**src/rtl/snic_tx_arbiter_if.sv**
```systemverilog
// AXI-Stream style bundle shared by the two egress sources and the merged network egress.
// tuser is driven only on the merged output; sources leave it unused.
interface snic_tx_arbiter_if #(
  parameter int DATA_WIDTH = 512,
  parameter int KEEP_WIDTH = DATA_WIDTH / 8
);
  logic [DATA_WIDTH-1:0] tdata;
  logic [KEEP_WIDTH-1:0] tkeep;
  logic                  tdest;
  logic                  tlast;
  logic                  tvalid;
  logic                  tready;
  logic                  tuser;

  modport master (output tdata, tkeep, tdest, tlast, tvalid, tuser, input tready);
  modport slave  (input tdata, tkeep, tdest, tlast, tvalid, output tready);
endinterface

```
**src/rtl/snic_tx_arbiter.sv**
```systemverilog
// Packet-granular two-way arbiter merging TCP and endpoint egress onto one network stream,
// with a single output register and per-source packet counters.
//
// state       | meaning
// ST_IDLE     | no grant; both source treadys low, picks next owner from tvalids
// ST_BUSY_TCP | tcp owns the output until its tlast beat is accepted
// ST_BUSY_EP  | ep owns the output until its tlast beat is accepted
module snic_tx_arbiter #(
  parameter int DATA_WIDTH = 512,
  parameter int KEEP_WIDTH = DATA_WIDTH / 8
) (
  input  logic                      net_clk,
  input  logic                      net_aresetn,
  snic_tx_arbiter_if.slave          s_axis_tcp,
  snic_tx_arbiter_if.slave          s_axis_ep,
  snic_tx_arbiter_if.master         m_axis_tx,
  output logic [31:0]               pkt_cnt_tcp,
  output logic [31:0]               pkt_cnt_ep
);

  localparam logic [1:0] ST_IDLE     = 2'd0;
  localparam logic [1:0] ST_BUSY_TCP = 2'd1;
  localparam logic [1:0] ST_BUSY_EP  = 2'd2;

  logic [1:0]            state_q, state_d;
  logic                  last_grant_q, last_grant_d;
  logic                  out_valid_q;
  logic [DATA_WIDTH-1:0] out_data_q;
  logic [KEEP_WIDTH-1:0] out_keep_q;
  logic                  out_dest_q;
  logic                  out_last_q;
  logic                  out_user_q;
  logic [31:0]           cnt_tcp_q, cnt_ep_q;
  logic                  out_free, tcp_ready, ep_ready, tcp_acc, ep_acc;

  assign out_free  = ~out_valid_q | m_axis_tx.tready;
  assign tcp_ready = (state_q == ST_BUSY_TCP) & out_free;
  assign ep_ready  = (state_q == ST_BUSY_EP) & out_free;
  assign tcp_acc   = tcp_ready & s_axis_tcp.tvalid;
  assign ep_acc    = ep_ready & s_axis_ep.tvalid;

  assign s_axis_tcp.tready = tcp_ready;
  assign s_axis_ep.tready  = ep_ready;

  // Ties go to whichever source did not own the previous packet.
  always_comb begin
    state_d      = state_q;
    last_grant_d = last_grant_q;
    case (state_q)
      ST_IDLE: begin
        if (s_axis_tcp.tvalid && s_axis_ep.tvalid) begin
          if (last_grant_q) begin
            state_d      = ST_BUSY_TCP;
            last_grant_d = 1'b0;
          end else begin
            state_d      = ST_BUSY_EP;
            last_grant_d = 1'b1;
          end
        end else if (s_axis_tcp.tvalid) begin
          state_d      = ST_BUSY_TCP;
          last_grant_d = 1'b0;
        end else if (s_axis_ep.tvalid) begin
          state_d      = ST_BUSY_EP;
          last_grant_d = 1'b1;
        end
      end
      ST_BUSY_TCP: if (tcp_acc && s_axis_tcp.tlast) state_d = ST_IDLE;
      ST_BUSY_EP:  if (ep_acc && s_axis_ep.tlast) state_d = ST_IDLE;
      default:     state_d = ST_IDLE;
    endcase
  end

  always_ff @(posedge net_clk or negedge net_aresetn) begin
    if (!net_aresetn) begin
      state_q      <= ST_IDLE;
      last_grant_q <= 1'b1;
    end else begin
      state_q      <= state_d;
      last_grant_q <= last_grant_d;
    end
  end

  always_ff @(posedge net_clk or negedge net_aresetn) begin
    if (!net_aresetn) begin
      out_valid_q <= 1'b0;
      out_data_q  <= '0;
      out_keep_q  <= '0;
      out_dest_q  <= 1'b0;
      out_last_q  <= 1'b0;
      out_user_q  <= 1'b0;
    end else if (tcp_acc) begin
      out_valid_q <= 1'b1;
      out_data_q  <= s_axis_tcp.tdata;
      out_keep_q  <= s_axis_tcp.tkeep;
      out_dest_q  <= s_axis_tcp.tdest;
      out_last_q  <= s_axis_tcp.tlast;
      out_user_q  <= 1'b0;
    end else if (ep_acc) begin
      out_valid_q <= 1'b1;
      out_data_q  <= s_axis_ep.tdata;
      out_keep_q  <= s_axis_ep.tkeep;
      out_dest_q  <= s_axis_ep.tdest;
      out_last_q  <= s_axis_ep.tlast;
      out_user_q  <= 1'b1;
    end else if (m_axis_tx.tready) begin
      out_valid_q <= 1'b0;
    end
  end

  always_ff @(posedge net_clk or negedge net_aresetn) begin
    if (!net_aresetn) begin
      cnt_tcp_q <= '0;
      cnt_ep_q  <= '0;
    end else begin
      if (tcp_acc && s_axis_tcp.tlast) cnt_tcp_q <= cnt_tcp_q + 32'd1;
      if (ep_acc && s_axis_ep.tlast)   cnt_ep_q  <= cnt_ep_q + 32'd1;
    end
  end

  assign m_axis_tx.tvalid = out_valid_q;
  assign m_axis_tx.tdata  = out_data_q;
  assign m_axis_tx.tkeep  = out_keep_q;
  assign m_axis_tx.tdest  = out_dest_q;
  assign m_axis_tx.tlast  = out_last_q;
  assign m_axis_tx.tuser  = out_user_q;
  assign pkt_cnt_tcp      = cnt_tcp_q;
  assign pkt_cnt_ep       = cnt_ep_q;

endmodule
```
**src/flat_wrapper.sv**
```systemverilog
// flat-port wrapper written by rule: the top's interface ports become plain ports
module snic_tx_arbiter_flat 
#(
  parameter int DATA_WIDTH = 512,
  parameter int KEEP_WIDTH = DATA_WIDTH / 8
)
  (net_clk, net_aresetn, pkt_cnt_tcp, pkt_cnt_ep, s_axis_tcp_tdata, s_axis_tcp_tkeep, s_axis_tcp_tdest, s_axis_tcp_tlast, s_axis_tcp_tvalid, s_axis_tcp_tready, s_axis_ep_tdata, s_axis_ep_tkeep, s_axis_ep_tdest, s_axis_ep_tlast, s_axis_ep_tvalid, s_axis_ep_tready, m_axis_tx_tdata, m_axis_tx_tkeep, m_axis_tx_tdest, m_axis_tx_tlast, m_axis_tx_tvalid, m_axis_tx_tuser, m_axis_tx_tready);
  snic_tx_arbiter_if #(.DATA_WIDTH(DATA_WIDTH), .KEEP_WIDTH(KEEP_WIDTH)) s_axis_tcp_i ();
  snic_tx_arbiter_if #(.DATA_WIDTH(DATA_WIDTH), .KEEP_WIDTH(KEEP_WIDTH)) s_axis_ep_i ();
  snic_tx_arbiter_if #(.DATA_WIDTH(DATA_WIDTH), .KEEP_WIDTH(KEEP_WIDTH)) m_axis_tx_i ();
  input  logic net_clk;
  input  logic net_aresetn;
  output logic [31:0] pkt_cnt_tcp;
  output logic [31:0] pkt_cnt_ep;
  input wire logic [$bits(s_axis_tcp_i.tdata)-1:0] s_axis_tcp_tdata;
  input wire logic [$bits(s_axis_tcp_i.tkeep)-1:0] s_axis_tcp_tkeep;
  input wire logic [$bits(s_axis_tcp_i.tdest)-1:0] s_axis_tcp_tdest;
  input wire logic [$bits(s_axis_tcp_i.tlast)-1:0] s_axis_tcp_tlast;
  input wire logic [$bits(s_axis_tcp_i.tvalid)-1:0] s_axis_tcp_tvalid;
  output wire logic [$bits(s_axis_tcp_i.tready)-1:0] s_axis_tcp_tready;
  input wire logic [$bits(s_axis_ep_i.tdata)-1:0] s_axis_ep_tdata;
  input wire logic [$bits(s_axis_ep_i.tkeep)-1:0] s_axis_ep_tkeep;
  input wire logic [$bits(s_axis_ep_i.tdest)-1:0] s_axis_ep_tdest;
  input wire logic [$bits(s_axis_ep_i.tlast)-1:0] s_axis_ep_tlast;
  input wire logic [$bits(s_axis_ep_i.tvalid)-1:0] s_axis_ep_tvalid;
  output wire logic [$bits(s_axis_ep_i.tready)-1:0] s_axis_ep_tready;
  output wire logic [$bits(m_axis_tx_i.tdata)-1:0] m_axis_tx_tdata;
  output wire logic [$bits(m_axis_tx_i.tkeep)-1:0] m_axis_tx_tkeep;
  output wire logic [$bits(m_axis_tx_i.tdest)-1:0] m_axis_tx_tdest;
  output wire logic [$bits(m_axis_tx_i.tlast)-1:0] m_axis_tx_tlast;
  output wire logic [$bits(m_axis_tx_i.tvalid)-1:0] m_axis_tx_tvalid;
  output wire logic [$bits(m_axis_tx_i.tuser)-1:0] m_axis_tx_tuser;
  input wire logic [$bits(m_axis_tx_i.tready)-1:0] m_axis_tx_tready;
  assign s_axis_tcp_i.tdata = s_axis_tcp_tdata;
  assign s_axis_tcp_i.tkeep = s_axis_tcp_tkeep;
  assign s_axis_tcp_i.tdest = s_axis_tcp_tdest;
  assign s_axis_tcp_i.tlast = s_axis_tcp_tlast;
  assign s_axis_tcp_i.tvalid = s_axis_tcp_tvalid;
  assign s_axis_tcp_tready = s_axis_tcp_i.tready;
  assign s_axis_ep_i.tdata = s_axis_ep_tdata;
  assign s_axis_ep_i.tkeep = s_axis_ep_tkeep;
  assign s_axis_ep_i.tdest = s_axis_ep_tdest;
  assign s_axis_ep_i.tlast = s_axis_ep_tlast;
  assign s_axis_ep_i.tvalid = s_axis_ep_tvalid;
  assign s_axis_ep_tready = s_axis_ep_i.tready;
  assign m_axis_tx_tdata = m_axis_tx_i.tdata;
  assign m_axis_tx_tkeep = m_axis_tx_i.tkeep;
  assign m_axis_tx_tdest = m_axis_tx_i.tdest;
  assign m_axis_tx_tlast = m_axis_tx_i.tlast;
  assign m_axis_tx_tvalid = m_axis_tx_i.tvalid;
  assign m_axis_tx_tuser = m_axis_tx_i.tuser;
  assign m_axis_tx_i.tready = m_axis_tx_tready;
  snic_tx_arbiter #(.DATA_WIDTH(DATA_WIDTH), .KEEP_WIDTH(KEEP_WIDTH)) u_core (.net_clk(net_clk), .net_aresetn(net_aresetn), .s_axis_tcp(s_axis_tcp_i), .s_axis_ep(s_axis_ep_i), .m_axis_tx(m_axis_tx_i), .pkt_cnt_tcp(pkt_cnt_tcp), .pkt_cnt_ep(pkt_cnt_ep));
endmodule
```
**config.mk**
```make
export PLATFORM = sky130hd
export DESIGN_NAME = snic_tx_arbiter_flat
export DESIGN_NICKNAME = d
export VERILOG_FILES = /design/src/rtl/snic_tx_arbiter_if.sv /design/src/rtl/snic_tx_arbiter.sv /design/src/flat_wrapper.sv
export SDC_FILE = /design/constraint.sdc
export NUM_CORES = 2
export LEC_CHECK = 0
export ABC_AREA = 1
export BUFFER_PORTS_ARGS = -buffer_cell sky130_fd_sc_hd__buf_2
export CAP_MARGIN = 20
export CORE_AREA = 3 3 693 695
export DETAILED_ROUTE_END_ITERATION = 16
export DIE_AREA = 0 0 696 698
export PLACE_DENSITY = 0.3
export SKIP_CTS_REPAIR_TIMING = 1
export SYNTH_ARGS = -nofsm -noshare
export SYNTH_HDL_FRONTEND = slang
export SYNTH_SLANG_ARGS = --single-unit
```
**constraint.sdc**
```tcl
create_clock -name net_clk -period 1.8 [get_ports net_clk]
set_clock_uncertainty 0.1 [all_clocks]
set_input_delay 0.09 -clock net_clk [delete_from_list [all_inputs] [get_ports net_clk]]
set_output_delay 0.09 -clock net_clk [all_outputs]
set_load 0.05 [all_outputs]
```
==> flow_summary.toml <==
[sta]
holdWs_ps = 15.65
rsz0062_at_grt = "yes"
fin_crit_sh_pct = 117.6
max_freq_ghz = 0.4726
slew_headroom_pct = 31.10
finalWorstSetupSlack_ps = -316.1
slew_viol_final = 0
min_period_ps = 2116
finalSetupViolCount = 1107
hold_violations = 0
worst_pin_slew_ps = 1030

[logic_synthesis]
synth-seq-area-share_pct = 54.55
ys_ff_latch = 647
syn_area_mm2 = 0.02968
synthXorXnorAreaFrac_pct = 1.033
synth_warnings = 0
synth_top_area_share_pct = 54.46
synthAdderAreaFrac_pct = 0.08430
syn-num-nets = 4817
ys_types = 35
synth_edf_count = 0
async_flop_share_pct = 100.0
synth_area_leaders = "dfrtp_1 54%, o21ai_1 16%, nand2_1 9.4%"
synth_ff_type = "dfrtp_1"
avgSynthCellArea_um2 = 8.124
synth_top_family_by_area = "compound AO/OA/AOI/OAI gates"
muxShareOfSynthArea_pct = 0
netlist.top_cell.by_area = "dfrtp_1"
synth-compound-area-share_pct = 19.59
synth-simple-area-share_pct = 19.40
synthCells = 3654

[worst_setup_path]
cpMaxStageDelayCell = "dfrtp_1"
cp.arrival_ps = 2710
endpoint = "u_core.m_axis_tx.tdata[268]$_DFFE_PN0P_"
r2r_cells = 10
r2r_setup_slack_ps = -320
cp.depth = 10
cpMostUsedCell = "buf_12"
r2r-start = "u_core.state_q[0]$_DFFE_PN0P_"
startpoint = "u_core.state_q[0]$_DFFE_PN0P_"
crit_family = "buffers and inverters"
worstPathCellList = "inv_2 -> nor2_4 -> nand3_4 -> buf_12 -> buf_6 -> buf_12 -> buf_16 -> buf_12 -> nor2_1 -> o21ai_1"
r2r_end = "u_core.m_axis_tx.tdata[268]$_DFFE_PN0P_"
crit_required_ps = 2390
crit_path_max_fanout = 36
path_class = "flip-flop to flip-flop"
cp_num_buf_inv = 6
end_kind = "flip-flop"
startpoint_type = "flip-flop"
cpPeakStageDelay_ps = 370

[global_route]
antenna_found_initial = 423
grt_pass1_vias = 36810
track_usage_pct = 14.68
grt.met1_usage_pct = 17.20
grt_pass1_wl_um = 454300
overflow = 0
grt_max_degree = 80
busiest_layer = "met2"
use_met2_pct = 24.26
met3_usage_pct = 6.528

[clock_tree]
clock-sinks = 647
cts_root_buf = "clkbuf_16"
clk_latency_ps = 830
cts_tree = "done"
clockBufferDepth = 4
htree_levels = 3
numCtsBuffers = 99
clk_pin_slew_worst_paths_ps = 60

[drt]
ant_nets = 0
vias_per_cell = 3.227
drt-total-wl_um = 390900
drcViolationCount = 0
drt_iter0_drc = 3369
first_pass_iters = 6
num_vias = 44590
routedWlPerCell_um = 28.29

[worst_hold_path]
hp-start = "s_axis_ep_tdata[192]"
hp-class = "input port to flip-flop"
hold-path-cell-count = 4

[layout]
fin_nets = 8444
final_cell_mix = "1800 x buf_2, 1566 x dlygate4sd3_1, 961 x o21ai_1"
final_cells = 13820
final_common_cell = "buf_2"
num-fill-cells = 54560
drive_gt1_share_pct = 34.13
syn_to_final_growth_pct = 136.5

[placed_design]
place.gp.congestion = 0.9931
dp_hpwl_um = 328300
dpl_worst_slack_ps = -463.4
port_buffers = 1806
dp.cells = 11800

[floorplan]
row_count = 253
dieArea_mm2 = 0.4858
ioPinCount = 1807
die_w_um = 696
start_util_pct = 6.256
die_h_um = 698
core_area_mm2 = 0.4745

[power_and_ir_drop]
p_per_area_mw_per_mm2 = 1584
power_leakage_nw = 31.51
ir_drop_v = 0.0008754

[status]
violations = "negative setup slack"
outcome = "finished, violations left"

[job]
drv_cap = 0
routing by layer:
metal | up-vias | part of all wire (%)
met1 | 21670 | 41
met2 | 2328 | 46
met5 | - | 0.25
li1 | 19690 | -
met3 | 755 | 9.7
met4 | 146 | 3.6
Yosys cell counts (2+ instances only):
cell	count
nor3b_1	2
inv_2	2
nor3_1	9
ha_1	2
nand3_2	2
inv_1	63
nand3b_1	4
xor2_1	22
clkbuf_1	58
nand2_1	742
dfrtp_1	646
nand3_1	52
nor2_1	654
buf_2	168
buf_1	2
o21ai_1	942
nand4_1	12
buf_6	15
and3_1	3
buf_4	13
xnor2_1	13
o21ai_0	213
nor2_2	3
stage by stage:
stage / TNS, ps / power (mW) / utilization, % / area, um2
after global placement: -123470 / 84.61 / 10.29 / 48820
final: -164500 / 111.2 / 14.79 / 70200
after floorplan: 0 / 59.07 / - / 29710
after CTS: -183330 / 105.8 / 10.97 / 52030
after detailed placement: -127540 / 84.42 / 10.29 / 48820
after global routing: -242660 / 116.9 / 14.73 / 69890
worst register-to-register path: cells and delay by family, from the launching register on:
family | cells | cell delay, ps
buf+inv | 6 | 950
simple gates | 3 | 450
flops | 1 | 370
compound gates | 1 | 100
cells by family (layout without fill, tap and decap cells):
| logic type | count (synthesis) | count (layout) |
|---|---|---|
| AO/OA/AOI/OAI | 1160 | 1160 |
| XOR/XNOR | 35 | 35 |
| flip-flops | 647 | 647 |
| buffers and inverters | 323 | 4023 |
| AND/OR/NAND/NOR | 1487 | 1487 |
| adder cells (fa/ha/maj) | 2 | 2 |
| other | 0 | 218 |
area by class of cell:
type / count / area [um2] / share of cell area, %
repair buffers: 3783 / 29760 / 42.40
diodes: 218 / 545.5 / 0.7771
multi-input cells: 2684 / 12360 / 17.60
clock inverters: 34 / 402.9 / 0.5739
inverters: 66 / 284.0 / 0.4046
clock buffers: 140 / 2811 / 4.005
flip-flops and latches: 647 / 16220 / 23.10
well taps: 6247 / 7816 / 11.13
worst min-delay path by stage:
| stage | to | slack [ps] |
|---|---|---|
| floorplan | u_core.m_axis_tx.tdata[0]$_DFFE_PN0P_ | -310 |
| global placement | u_core.m_axis_tx.tkeep[50]$_DFFE_PN0P_ | -150 |
| detailed placement | u_core.m_axis_tx.tkeep[50]$_DFFE_PN0P_ | -150 |
| CTS | u_core.m_axis_tx.tkeep[50]$_DFFE_PN0P_ | -1130 |
| global route | u_core.m_axis_tx.tkeep[39]$_DFFE_PN0P_ | -10 |
| finish | u_core.m_axis_tx.tdata[192]$_DFFE_PN0P_ | 20 |
sequential cells by signal (all words and copies together), names as in the netlist:
name	cells
u_core.last_grant_q	1
u_core.m_axis_tx.tdata	512
u_core.m_axis_tx.tdest	1
u_core.m_axis_tx.tkeep	64
u_core.m_axis_tx.tlast	1
u_core.m_axis_tx.tuser	1
u_core.m_axis_tx.tvalid	1
u_core.pkt_cnt_ep	32
u_core.pkt_cnt_tcp	32
u_core.state_q	2
power by group:
| group | internal, mW | total, mW | switching [mW] |
|---|---|---|---|
| logic | 17.5 | 65.3 | 47.9 |
| registers | 21.0 | 25.4 | 4.35 |
| clock network | 11.7 | 20.4 | 8.70 |
Power figures use the tool's default switching activity.
